==> src/rtl/sha1_pkg.sv <==
// Shared types and constants for the SHA-1 controller and its datapath.
package sha1_pkg;

   typedef enum logic [1:0] {
      S_IDLE   = 2'd0,
      S_ROUND  = 2'd1,
      S_UPDATE = 2'd2,
      S_DONE   = 2'd3
   } state_e;

   localparam int ROUNDS_DEFAULT = 80;

   // Chaining-value IV
   localparam logic [31:0] H0_IV = 32'h67452301;
   localparam logic [31:0] H1_IV = 32'hEFCDAB89;
   localparam logic [31:0] H2_IV = 32'h98BADCFE;
   localparam logic [31:0] H3_IV = 32'h10325476;
   localparam logic [31:0] H4_IV = 32'hC3D2E1F0;

   // Round constants
   localparam logic [31:0] K0 = 32'h5A827999;
   localparam logic [31:0] K1 = 32'h6ED9EBA1;
   localparam logic [31:0] K2 = 32'h8F1BBCDC;
   localparam logic [31:0] K3 = 32'hCA62C1D6;

   // Round-function selects
   localparam logic [1:0] FSEL_CH   = 2'd0;
   localparam logic [1:0] FSEL_PAR1 = 2'd1;
   localparam logic [1:0] FSEL_MAJ  = 2'd2;
   localparam logic [1:0] FSEL_PAR3 = 2'd3;

endpackage

==> src/rtl/sha1_ctrl_if.sv <==
// Block-input and digest-output handshakes between front end and controller.
interface sha1_ctrl_if;
   logic blk_valid;
   logic blk_first;
   logic blk_last;
   logic blk_ready;
   logic digest_valid;
   logic digest_ready;

   modport master (
      output blk_valid, blk_first, blk_last, digest_ready,
      input  blk_ready, digest_valid
   );

   modport slave (
      input  blk_valid, blk_first, blk_last, digest_ready,
      output blk_ready, digest_valid
   );
endinterface

==> src/rtl/sha1_round_cnt.sv <==
// Round index counter: drives t to the schedule and decodes round_idx/f_sel.
module sha1_round_cnt
   import sha1_pkg::*;
#(
   parameter int ROUNDS = ROUNDS_DEFAULT
) (
   input  logic       clk,
   input  logic       rst,
   input  logic       i_clr,
   input  logic       i_inc,
   input  logic       i_en,
   output logic [7:0] o_t,
   output logic [6:0] o_round_idx,
   output logic [1:0] o_f_sel,
   output logic       o_last
);

   logic [7:0] r_t;
   logic [7:0] w_idx;

   // t advances from the accept edge through UPDATE, then returns to 0
   always_ff @(posedge clk) begin
      if (rst || i_clr) r_t <= '0;
      else if (i_inc)   r_t <= r_t + 8'd1;
   end

   assign w_idx       = r_t - 8'd1;
   assign o_t         = r_t;
   assign o_round_idx = i_en ? w_idx[6:0] : '0;
   assign o_last      = (r_t == 8'(ROUNDS));

   // divide-by-20 via threshold compares; forced to 0 outside rounds
   always_comb begin
      o_f_sel = FSEL_CH;
      if (i_en) begin
         if      (w_idx < 8'd20) o_f_sel = FSEL_CH;
         else if (w_idx < 8'd40) o_f_sel = FSEL_PAR1;
         else if (w_idx < 8'd60) o_f_sel = FSEL_MAJ;
         else                    o_f_sel = FSEL_PAR3;
      end
   end

endmodule

==> src/rtl/sha1_ctrl.sv <==
// SHA-1 sequencing controller: block handshake, round sequencing, H strobes.
module sha1_ctrl
   import sha1_pkg::*;
#(
   parameter int ROUNDS = ROUNDS_DEFAULT,
   parameter int CNT_W  = 16
) (
   input  logic             clk,
   input  logic             rst,
   sha1_ctrl_if.slave       bus,
   output logic [7:0]       t,
   output logic             valid_w,
   output logic             load_abcde,
   output logic             init_h,
   output logic             round_en,
   output logic [6:0]       round_idx,
   output logic [1:0]       f_sel,
   output logic             update_h,
   output logic [CNT_W-1:0] blk_cnt,
   output logic             busy
);

   state_e           r_state, w_next;
   logic             r_last;
   logic             r_open;
   logic [CNT_W-1:0] r_blk_cnt;
   logic             w_accept, w_inc, w_clr, w_last_rnd, w_close;

   sha1_round_cnt #(.ROUNDS(ROUNDS)) u_cnt (
      .clk         (clk),
      .rst         (rst),
      .i_clr       (w_clr),
      .i_inc       (w_inc),
      .i_en        (round_en),
      .o_t         (t),
      .o_round_idx (round_idx),
      .o_f_sel     (f_sel),
      .o_last      (w_last_rnd)
   );

   // state register
   always_ff @(posedge clk) begin
      if (rst) r_state <= S_IDLE;
      else     r_state <= w_next;
   end

   // next state and per-state strobes
   always_comb begin
      w_next           = r_state;
      bus.blk_ready    = 1'b0;
      bus.digest_valid = 1'b0;
      valid_w          = 1'b0;
      load_abcde       = 1'b0;
      init_h           = 1'b0;
      round_en         = 1'b0;
      update_h         = 1'b0;
      w_accept         = 1'b0;
      w_inc            = 1'b0;
      w_clr            = 1'b0;
      w_close          = 1'b0;
      case (r_state)
         S_IDLE: begin
            bus.blk_ready = 1'b1;
            valid_w       = bus.blk_valid;
            load_abcde    = bus.blk_valid;
            if (bus.blk_valid) begin
               w_accept = 1'b1;
               w_inc    = 1'b1;
               // a fresh or restarted message starts from the IV
               init_h   = bus.blk_first | ~r_open;
               w_next   = S_ROUND;
            end
         end
         S_ROUND: begin
            round_en = 1'b1;
            w_inc    = 1'b1;
            if (w_last_rnd) w_next = S_UPDATE;
         end
         S_UPDATE: begin
            update_h = 1'b1;
            w_clr    = 1'b1;
            w_next   = r_last ? S_DONE : S_IDLE;
         end
         S_DONE: begin
            bus.digest_valid = 1'b1;
            if (bus.digest_ready) begin
               w_close = 1'b1;
               w_next  = S_IDLE;
            end
         end
         default: w_next = S_IDLE;
      endcase
   end

   // message bookkeeping: last flag, open flag, saturating block count
   always_ff @(posedge clk) begin
      if (rst) begin
         r_last    <= 1'b0;
         r_open    <= 1'b0;
         r_blk_cnt <= '0;
      end else if (w_accept) begin
         r_last <= bus.blk_last;
         r_open <= 1'b1;
         if (init_h)           r_blk_cnt <= CNT_W'(1);
         else if (!(&r_blk_cnt)) r_blk_cnt <= r_blk_cnt + CNT_W'(1);
      end else if (w_close) begin
         r_open    <= 1'b0;
         r_blk_cnt <= '0;
      end
   end

   assign blk_cnt = r_blk_cnt;
   assign busy    = (r_state != S_IDLE);

endmodule

==> src/flat_wrapper.sv <==
// flat-port wrapper written by rule: the top's interface ports become plain ports
module sha1_ctrl_flat import sha1_pkg::*;
#(
   parameter int ROUNDS = ROUNDS_DEFAULT,
   parameter int CNT_W  = 16
)
  (clk, rst, t, valid_w, load_abcde, init_h, round_en, round_idx, f_sel, update_h, blk_cnt, busy, bus_blk_valid, bus_blk_first, bus_blk_last, bus_digest_ready, bus_blk_ready, bus_digest_valid);
  sha1_ctrl_if bus_i ();
  input  logic clk;
  input  logic rst;
  output logic [7:0] t;
  output logic valid_w;
  output logic load_abcde;
  output logic init_h;
  output logic round_en;
  output logic [6:0] round_idx;
  output logic [1:0] f_sel;
  output logic update_h;
  output logic [CNT_W-1:0] blk_cnt;
  output logic busy;
  input wire logic [$bits(bus_i.blk_valid)-1:0] bus_blk_valid;
  input wire logic [$bits(bus_i.blk_first)-1:0] bus_blk_first;
  input wire logic [$bits(bus_i.blk_last)-1:0] bus_blk_last;
  input wire logic [$bits(bus_i.digest_ready)-1:0] bus_digest_ready;
  output wire logic [$bits(bus_i.blk_ready)-1:0] bus_blk_ready;
  output wire logic [$bits(bus_i.digest_valid)-1:0] bus_digest_valid;
  assign bus_i.blk_valid = bus_blk_valid;
  assign bus_i.blk_first = bus_blk_first;
  assign bus_i.blk_last = bus_blk_last;
  assign bus_i.digest_ready = bus_digest_ready;
  assign bus_blk_ready = bus_i.blk_ready;
  assign bus_digest_valid = bus_i.digest_valid;
  sha1_ctrl #(.ROUNDS(ROUNDS), .CNT_W(CNT_W)) u_core (.clk(clk), .rst(rst), .bus(bus_i), .t(t), .valid_w(valid_w), .load_abcde(load_abcde), .init_h(init_h), .round_en(round_en), .round_idx(round_idx), .f_sel(f_sel), .update_h(update_h), .blk_cnt(blk_cnt), .busy(busy));
endmodule
==> config.mk <==
export PLATFORM = sky130hd
export DESIGN_NAME = sha1_ctrl_flat
export DESIGN_NICKNAME = d
export VERILOG_FILES = /design/src/rtl/sha1_pkg.sv /design/src/rtl/sha1_ctrl_if.sv /design/src/rtl/sha1_round_cnt.sv /design/src/rtl/sha1_ctrl.sv /design/src/flat_wrapper.sv
export SDC_FILE = /design/constraint.sdc
export NUM_CORES = 1
export LEC_CHECK = 0
export CORE_ASPECT_RATIO = 1.1
export CORE_UTILIZATION = 60
export DETAILED_ROUTE_END_ITERATION = 8
export DONT_BUFFER_PORTS = 1
export PLACE_DENSITY = 0.75
export RECOVER_POWER = 25
export SYNTH_ARGS = -nofsm -noshare
export SYNTH_HDL_FRONTEND = slang
export SYNTH_SLANG_ARGS = --single-unit
==> constraint.sdc <==
create_clock -name clk -period 5.21 [get_ports clk]
set_input_delay 0.7815 -clock clk [delete_from_list [all_inputs] [get_ports clk]]
set_output_delay 0.7815 -clock clk [all_outputs]
set_load 0.05 [all_outputs]
==> results of run 1 <==
path summary, 6_finish.rpt:
check	endpoint	slack (ns)	cells past startpoint
max	init_h	0.95	3
min	u_core.r_last$_SDFFE_PP0P_	0.50	2
max reg2reg	u_core.blk_cnt[10]$_SDFFE_PP0P_	1.48	5
min reg2reg	u_core.r_last$_SDFFE_PP0P_	0.50	2
critical path, stage by stage (launching register included):
cell and delay, ns:
dfxtp_1 0.45, nor3b_1 1.82, buf_4 0.44, and2_1 0.46
power groups by stage:
stage / Sequential [mW] / Combinational [mW] / Clock (mW)
final: 0.248 / 0.181 / 0.0881
after global routing: 0.250 / 0.196 / 0.0947
after CTS: 0.249 / 0.183 / 0.0908
after detailed placement: 0.254 / 0.182 / 0
after global placement: 0.253 / 0.182 / 0
after floorplan: 0.247 / 0.170 / 0
sequential cells by signal (all words and copies together) (netlist names):
signal            count
u_core.blk_cnt       16
u_core.r_open         1
u_core.r_state        2
u_core.r_last         1
u_core.u_cnt.o_t      8
kinds of logic after synthesis:
group / Yosys count / synth area share, %
AND/OR/NAND/NOR: 119 / 33.4
AO/OA/AOI/OAI: 51 / 19.2
adder cells (fa/ha/maj): 4 / 2.60
flip-flops: 28 / 29.1
buffers and inverters: 26 / 5.46
XOR/XNOR: 19 / 8.65
multiplexers: 3 / 1.56
placed cells by master, fill, tap and decap left out, types with 3 or more instances in the layout:
master,synthesis,final
and3_1,3,3
nor4_1,4,4
xor2_1,5,5
a211oi_1,6,6
mux2i_1,3,3
nand4_1,4,4
nand2_1,27,27
clkbuf_4,0,3
nand2b_1,6,6
and2_1,4,4
inv_1,13,13
or2_2,4,4
nor2_1,38,38
o21ai_0,11,9
a21oi_1,12,12
xnor2_1,14,14
nand3_1,8,8
nor3_1,7,7
dfxtp_1,28,28
a31oi_1,4,4
ha_1,4,4
cell type report:
class                           count  area (µm²)  share of cell area, %
Sequential cell                    28         561                   29.1
Clock buffer                        3        22.5                   1.17
Tap cell                           34        42.5                   2.20
Timing Repair Buffer                1        7.51                  0.389
Inverter                           13        48.8                   2.53
Multi-Input combinational cell    196        1250                   64.7
routing by layer:
| layer | up-vias | routed length [µm] | global-route usage, % | share of wire [%] |
|---|---|---|---|---|
| met5 | - | 0 | 0 | 0 |
| met4 | 0 | 68 | 8.36 | 1.7 |
| met3 | 6 | 186 | 4.41 | 4.7 |
| met2 | 44 | 1910 | 40.5 | 48 |
| met1 | 733 | 1810 | 28.4 | 46 |
| li1 | 860 | - | - | - |
==> impl_metrics.env, run 1 <==
export IMPL_root_buffer="clkbuf_4"
export IMPL_grt_max_degree=17
export IMPL_rr_startpoint="u_core.r_state[0]$_SDFFE_PP0P_"
export IMPL_slew_headroom_pct=-53.0
export IMPL_grt_overflow=0
export IMPL_dieHeight_um=61.4
export IMPL_insertion_delay_ns=0.32
export IMPL_core_area_um2=3050
export IMPL_vdd_drop_max_mv=0.243
export IMPL_fmax_mhz=235
export IMPL_period_minus_slack_ns=4.26
export IMPL_yosys_warnings=0
export IMPL_viasPerCell=5.97
export IMPL_first_pass_iters=4
export IMPL_hold_class="reg -> reg"
export IMPL_switching_share_pct=43.8
export IMPL_finalHoldWorstSlack_ns=0.501
export IMPL_avgSynthCellArea_um2=7.70
export IMPL_cts_sinks=28
export IMPL_p_sw_uw=227
export IMPL_cts_resized=0
export IMPL_cts_buffers=3
export IMPL_pwr_share_clk_pct=17.0
export IMPL_crit_fanout=13
export IMPL_hp_start="u_core.r_last$_SDFFE_PP0P_"
export IMPL_die_w_um=56.0
export IMPL_grt_total_usage_pct=22.9
export IMPL_critical_path_required_ns=4.43
export IMPL_grt_pass1_vias=1385
export IMPL_path_class="reg -> out"
export IMPL_dr_first_iter_drc_count=46
export IMPL_worst_pin_slew_ns=2.29
export IMPL_synth_largest_area_cell="dfxtp_1"
export IMPL_clock_path_buffers=2
export IMPL_grt_antenna_before_repair=0
export IMPL_setup_ws_ns=0.946
export IMPL_initial_core_util_pct=63.1
export IMPL_ios=47
export IMPL_cts_setup_buffers=0
export IMPL_leakagePower_nw=0.643
export IMPL_cts_hold_fix_buffers=0
export IMPL_synthCells=250
export IMPL_synth_top_cell_area_share_pct=29.1
export IMPL_hold_viol_final=0
export IMPL_h_tree_depth=1
export IMPL_p_total_uw=517
export IMPL_yosys_top_cells_area="dfxtp_1 29%, nor2_1 7.4%, xnor2_1 6.4%"
export IMPL_dp_hpwl_um=2930
export IMPL_slew_viol_final=9
export IMPL_status="finished, violations left"
export IMPL_dp_cells=272
export IMPL_drive_gt1_share_pct=7.47
export IMPL_ys_types=49
export IMPL_wl_per_cell_um=14.5
export IMPL_power_internal_uw=291
export IMPL_portBuffers=0
export IMPL_layout_nets=253
export IMPL_post_route_cell_area_um2=1930
export IMPL_dr_total_vias=1643
export IMPL_post_route_period_util_pct=81.8
export IMPL_setup_tns_final_ns=0
export IMPL_startpoint="u_core.r_state[0]$_SDFFE_PP0P_"
export IMPL_async_reset_ff_share_pct=0
export IMPL_antenna_cells=0
export IMPL_nFillCells=271
export IMPL_yosysMostFrequentCell="nor2_1"
export IMPL_syn_num_nets=260
export IMPL_ys_seq_area_share_pct=29.1
export IMPL_crit_path_end_kind="output port"
export IMPL_place_ws_ns=1.85
export IMPL_cap_violations=1
export IMPL_rows=21
export IMPL_grt_pass1_wl_um=6330
export IMPL_cp_arrival_ns=3.48
export IMPL_synth_common_cells="38 x nor2_1, 28 x dfxtp_1, 27 x nand2_1"
export IMPL_cts_tree="done"
export IMPL_setup_viol=0
export IMPL_synth_seq_cells=28
export IMPL_place_area_um2=1920
export IMPL_die_area_um2=3440
export IMPL_gp_congestion=0.796
export IMPL_seq_power_share_pct=47.9
export IMPL_antenna_left=0
export IMPL_drt_total_wl_um=3980
export IMPL_layoutNonFillerInstCount=275
export IMPL_power_density_nw_per_um2=268
export IMPL_path_clk_slew_ns=0.14
export IMPL_violations="capacitance limit, slew limit"
export IMPL_final_setup_skew_ns=0.00864
export IMPL_crit_path_start_kind="register"
export IMPL_ys_flop_type="dfxtp_1"
export IMPL_area_delta_synth_final_pct=0.260
export IMPL_final_util_pct=63.3
export IMPL_comb_power_share_pct=35.1
export IMPL_synth_edf_count=0
export IMPL_synth_cell_area_um2=1920
export IMPL_drc_errors=0
export IMPL_rsz0062_at_grt="no"
(Power assumes the default switching activity.)
==> run 2, diff against run 1 <==
==> constraint.sdc (replaced) <==
create_clock -name clk -period 4 [get_ports clk]
set_input_delay 0.6 -clock clk [delete_from_list [all_inputs] [get_ports clk]]
set_output_delay 0.6 -clock clk [all_outputs]
set_load 0.05 [all_outputs]
==> run 2 against run 1 <==
The run now ends clean. Power is 48% higher. Wire length is 1.1% higher. Design area is 3.7% higher. Sequential share of layout area is 1.0 points lower. Clock-buffer cell count stayed put. Core utilization is 2.3 points higher. Sequential cell count stayed put. Combinational power is 38% higher.
==> impl_metrics.env, run 2 (synthesis gave the netlist of run 1 again) <==
export IMPL_status="finished, final reports clean"
export IMPL_worst_path_max_delay_cell="nor4_1"
export IMPL_dp_hpwl_um=2970
export IMPL_wl_per_cell_um=14.4
export IMPL_drc_errors=0
export IMPL_slew_viol_final=0
export IMPL_initial_core_util_pct=63.1
export IMPL_ios=47
export IMPL_dr_first_iter_drc_count=54
export IMPL_path_class="reg -> out"
export IMPL_grt_pass1_vias=1382
export IMPL_root_buffer="clkbuf_4"
export IMPL_viasPerCell=6.12
export IMPL_cts_resized=0
export IMPL_cts_sinks=28
export IMPL_power_density_nw_per_um2=383
export IMPL_antenna_cells=0
export IMPL_grt_antenna_before_repair=0
export IMPL_drive_gt1_share_pct=9.76
export IMPL_crit_buf_inv=1
export IMPL_crit_fanout=16
export IMPL_layout_commonest_cell="nor2_1"
export IMPL_cts_tree="done"
export IMPL_grt_max_degree=17
export IMPL_post_route_period_util_pct=81.3
export IMPL_layout_nets=257
export IMPL_first_pass_iters=4
export IMPL_rsz0062_at_grt="no"
export IMPL_p_total_uw=766
export IMPL_grt_total_usage_pct=23.4
export IMPL_hold_class="in -> reg"
export IMPL_die_area_um2=3440
export IMPL_vdd_drop_max_mv=0.246
export IMPL_worst_pin_slew_ns=0.981
export IMPL_dr_total_vias=1713
export IMPL_clock_path_buffers=2
export IMPL_core_area_um2=3050
export IMPL_layoutNonFillerInstCount=280
export IMPL_grt_pass1_wl_um=6420
export IMPL_antenna_left=0
export IMPL_cts_buffers=3
export IMPL_cap_violations=0
export IMPL_cp_arrival_ns=2.65
export IMPL_setup_tns_final_ns=0
export IMPL_cts_setup_buffers=0
export IMPL_insertion_delay_ns=0.34
export IMPL_crit_path_start_kind="register"
export IMPL_fmax_mhz=308
export IMPL_gp_congestion=0.824
export IMPL_dp_cells=276
export IMPL_area_delta_synth_final_pct=3.97
export IMPL_crit_path_end_kind="output port"
export IMPL_drt_total_wl_um=4020
export IMPL_path_clk_slew_ns=0.16
export IMPL_crit_chain="nor4_1, nand2_1, o22a_1, o21ai_0, o21ai_1, buf_4"
export IMPL_dieHeight_um=61.4
export IMPL_setup_viol=0
export IMPL_largest_reg_flops=16
export IMPL_cp_top_family="simple AND/OR/NAND/NOR gates"
export IMPL_rows=21
export IMPL_cpPeakStageDelay_ns=0.75
export IMPL_portBuffers=0
export IMPL_grt_overflow=0
export IMPL_h_tree_depth=1
export IMPL_slew_headroom_pct=34.5
export IMPL_cts_hold_fix_buffers=0
export IMPL_die_w_um=56.0
export IMPL_leakagePower_nw=0.681
export IMPL_final_setup_skew_ns=0.00426
export IMPL_layout_common_cells="38 x nor2_1, 28 x dfxtp_1, 27 x nand2_1, 14 x xnor2_1, 13 x inv_1"
export IMPL_period_minus_slack_ns=3.25
export IMPL_critical_path_required_ns=3.40
export IMPL_hold_viol_final=0
run 2: final cells by class:
class	instances	area [µm²]
fill	287	1050
clock buffer	3	22.5
clock inverter	1	30.0
tap	34	42.5
sequential	28	561
inverter	13	48.8
timing repair buffer	5	37.5
multi-input combinational	196	1260
run 2: per-layer routing:
layer	up-vias	GRT usage, %	part of all wire (%)
met4	0	8.71	1.7
met2	44	42.0	49
met3	7	5.88	3.9
met5	-	0	0
li1	871	-	-
met1	791	27.5	46
run 2: worst paths after layout:
path	from	end	slack [ns]	depth (start not counted)
min reg2reg	u_core.r_last$_SDFFE_PP0P_	u_core.r_last$_SDFFE_PP0P_	0.50	2
max	u_core.u_cnt.o_t[4]$_SDFFE_PP0P_	f_sel[1]	0.75	6
min	rst	u_core.blk_cnt[0]$_SDFFE_PP0P_	0.31	1
max reg2reg	u_core.blk_cnt[0]$_SDFFE_PP0P_	u_core.blk_cnt[14]$_SDFFE_PP0P_	1.44	6
run 2: power breakdown:
group          total (mW)  switching, mW  internal (mW)
sequential          0.324         0.0363          0.288
combinational       0.250          0.183         0.0673
clock               0.191         0.0895          0.101
run 2: through the flow:
stage	setup WS [ns]	hold WS, ns	util (%)	instance area (µm²)
after global routing	0.523	0.293	65.6	2000
final	0.748	0.306	65.6	2000
after floorplan	0.591	0.457	-	1920
after global placement	1.20	0.473	63.9	1950
after CTS	0.756	0.307	65.6	2000
after detailed placement	1.14	0.471	63.9	1950
==> run 3, diff against run 2 <==
--- a/config.mk
+++ b/config.mk
@@ -6,10 +6,10 @@
 export NUM_CORES = 1
 export LEC_CHECK = 0
 export CORE_ASPECT_RATIO = 1.1
-export CORE_UTILIZATION = 60
+export CORE_UTILIZATION = 57
 export DETAILED_ROUTE_END_ITERATION = 8
 export DONT_BUFFER_PORTS = 1
-export PLACE_DENSITY = 0.75
+export PLACE_DENSITY = 0.74
 export RECOVER_POWER = 25
 export SYNTH_ARGS = -nofsm -noshare
 export SYNTH_HDL_FRONTEND = slang
==> constraint.sdc (replaced) <==
create_clock -name clk -period 2.75 [get_ports clk]
set_input_delay 0.4125 -clock clk [delete_from_list [all_inputs] [get_ports clk]]
set_output_delay 0.4125 -clock clk [all_outputs]
set_load 0.05 [all_outputs]
==> run 3 against run 2 <==
The run now ends with DRC left. First-iteration DRC count increased by 81%. Clock skew increased by 0.0052 ns. Power increased by 45%. Critical path type unchanged. Critical endpoint unchanged. Largest power group is now combinational cells.
==> impl_metrics.env, run 3 (synthesis gave the netlist of run 1 again) <==
export IMPL_status="finished, violations left"
export IMPL_violations="DRC"
export IMPL_final_util_pct=71.7
export IMPL_finalHoldWorstSlack_ns=0.124
export IMPL_first_pass_iters=6
export IMPL_insertion_delay_ns=0.33
export IMPL_clock_path_buffers=2
export IMPL_post_route_cell_area_um2=2240
export IMPL_vdd_drop_max_mv=0.317
export IMPL_reg2reg_slack_ns=0.53
export IMPL_setup_tns_final_ns=0
export IMPL_fmax_mhz=385
export IMPL_die_area_um2=3610
export IMPL_nFillCells=269
export IMPL_rows=21
export IMPL_dr_first_iter_drc_count=98
export IMPL_layout_common_cells="37 x nor2_1, 28 x buf_4, 28 x dfxtp_1, 27 x nand2_1, 14 x xnor2_1"
export IMPL_crit_path_end_kind="output port"
export IMPL_portBuffers=0
export IMPL_ios=47
export IMPL_grt_antenna_before_repair=0
export IMPL_wl_per_cell_um=14.6
export IMPL_period_minus_slack_ns=2.60
export IMPL_dr_total_vias=1867
export IMPL_grt_pass1_vias=1807
export IMPL_cts_sinks=28
export IMPL_antenna_cells=0
export IMPL_path_class="reg -> out"
export IMPL_grt_max_degree=16
export IMPL_leakagePower_nw=0.829
export IMPL_post_route_period_util_pct=94.5
export IMPL_drc_errors=4
export IMPL_slew_viol_final=0
export IMPL_area_delta_synth_final_pct=16.6
export IMPL_cts_buffers=3
export IMPL_regArea_um2=561
export IMPL_grt_overflow=0
export IMPL_cap_violations=0
export IMPL_hold_viol_final=0
export IMPL_gp_congestion=0.838
export IMPL_layout_nets=290
export IMPL_largest_reg_flops=16
export IMPL_critical_path_required_ns=2.34
export IMPL_initial_core_util_pct=61.5
export IMPL_core_area_um2=3130
export IMPL_crit_fanout=14
export IMPL_multiInputGateArea_um2=1270
export IMPL_dp_hpwl_um=3480
export IMPL_cp_arrival_ns=2.19
export IMPL_die_w_um=57.4
export IMPL_power_density_nw_per_um2=495
export IMPL_drive_gt1_share_pct=18.6
export IMPL_dieHeight_um=62.9
export IMPL_h_tree_depth=1
export IMPL_antenna_left=0
export IMPL_cts_tree="done"
export IMPL_setup_viol=0
export IMPL_drt_total_wl_um=4570
export IMPL_rsz0062_at_grt="no"
export IMPL_slew_headroom_pct=44.6
export IMPL_path_clk_slew_ns=0.15
export IMPL_worst_pin_slew_ns=0.830
export IMPL_grt_total_usage_pct=26.2
export IMPL_place_area_um2=2230
export IMPL_layout_commonest_cell="nor2_1"
export IMPL_final_setup_skew_ns=0.00944
export IMPL_hold_class="in -> reg"
export IMPL_viasPerCell=5.96
export IMPL_grt_pass1_wl_um=7680
export IMPL_root_buffer="clkbuf_4"
export IMPL_crit_path_start_kind="register"
[run 3: what timing repair did]
| item | CTS | global route |
|---|---|---|
| endpoints found under the hold margin | 0 | 0 |
| hold buffers | 0 | 0 |
| endpoints found under the setup margin | 0 | 2 |
| resized for setup | 0 | 2 |
| buffers inserted | 0 | 0 |
[run 3: worst max-delay path, cell delays in order (launching register included)]
cell      delay [ns]
dfxtp_1         0.40
clkbuf_1        0.37
nand2b_1        0.47
a31oi_1         0.10
o21ai_0         0.20
o21ai_2         0.14
buf_12          0.17
[run 3: worst paths after layout]
path	cells past startpoint	start	endpoint
setup / recovery	6	u_core.r_state[1]$_SDFFE_PP0P_	f_sel[1]
hold / removal	1	rst	u_core.r_last$_SDFFE_PP0P_
setup reg to reg	5	u_core.r_state[0]$_SDFFE_PP0P_	u_core.blk_cnt[15]$_SDFFE_PP0P_
hold reg to reg	2	u_core.r_last$_SDFFE_PP0P_	u_core.r_last$_SDFFE_PP0P_
[run 3: metrics by stage]
stage | total power [mW] | setup slack (ns) | std cells
floorplan | 0.797 | 0.130 | 250
global placement | 0.907 | 0.543 | 309
detailed placement | 0.916 | 0.421 | 309
CTS | 1.12 | 0.0241 | 313
global route | 1.17 | 0.00684 | 313
finish | 1.11 | 0.150 | 313
[run 3: power breakdown]
| group | internal (mW) | switching (mW) | total [mW] |
|---|---|---|---|
| clock | 0.0810 | 0.122 | 0.203 |
| sequential | 0.419 | 0.00891 | 0.428 |
| combinational | 0.148 | 0.331 | 0.479 |
| total | 0.648 | 0.462 | 1.11 |
[run 3: per-layer routing]
| metal | up-vias | global-route usage, % | part of all wire [%] |
|---|---|---|---|
| met5 | - | 0 | 0 |
| met4 | 0 | 10.1 | 0.83 |
| met3 | 4 | 3.93 | 4.5 |
| met2 | 57 | 47.5 | 52 |
| met1 | 871 | 30.0 | 43 |
| li1 | 935 | - | - |
[run 3: layout make-up]
class | instances | share of cell area, %
Clock buffer | 4 | 1.62
Inverter | 13 | 2.18
Multi-Input combinational cell | 196 | 56.8
Sequential cell | 28 | 25.0
Tap cell | 34 | 1.90
Timing Repair Buffer | 38 | 12.5
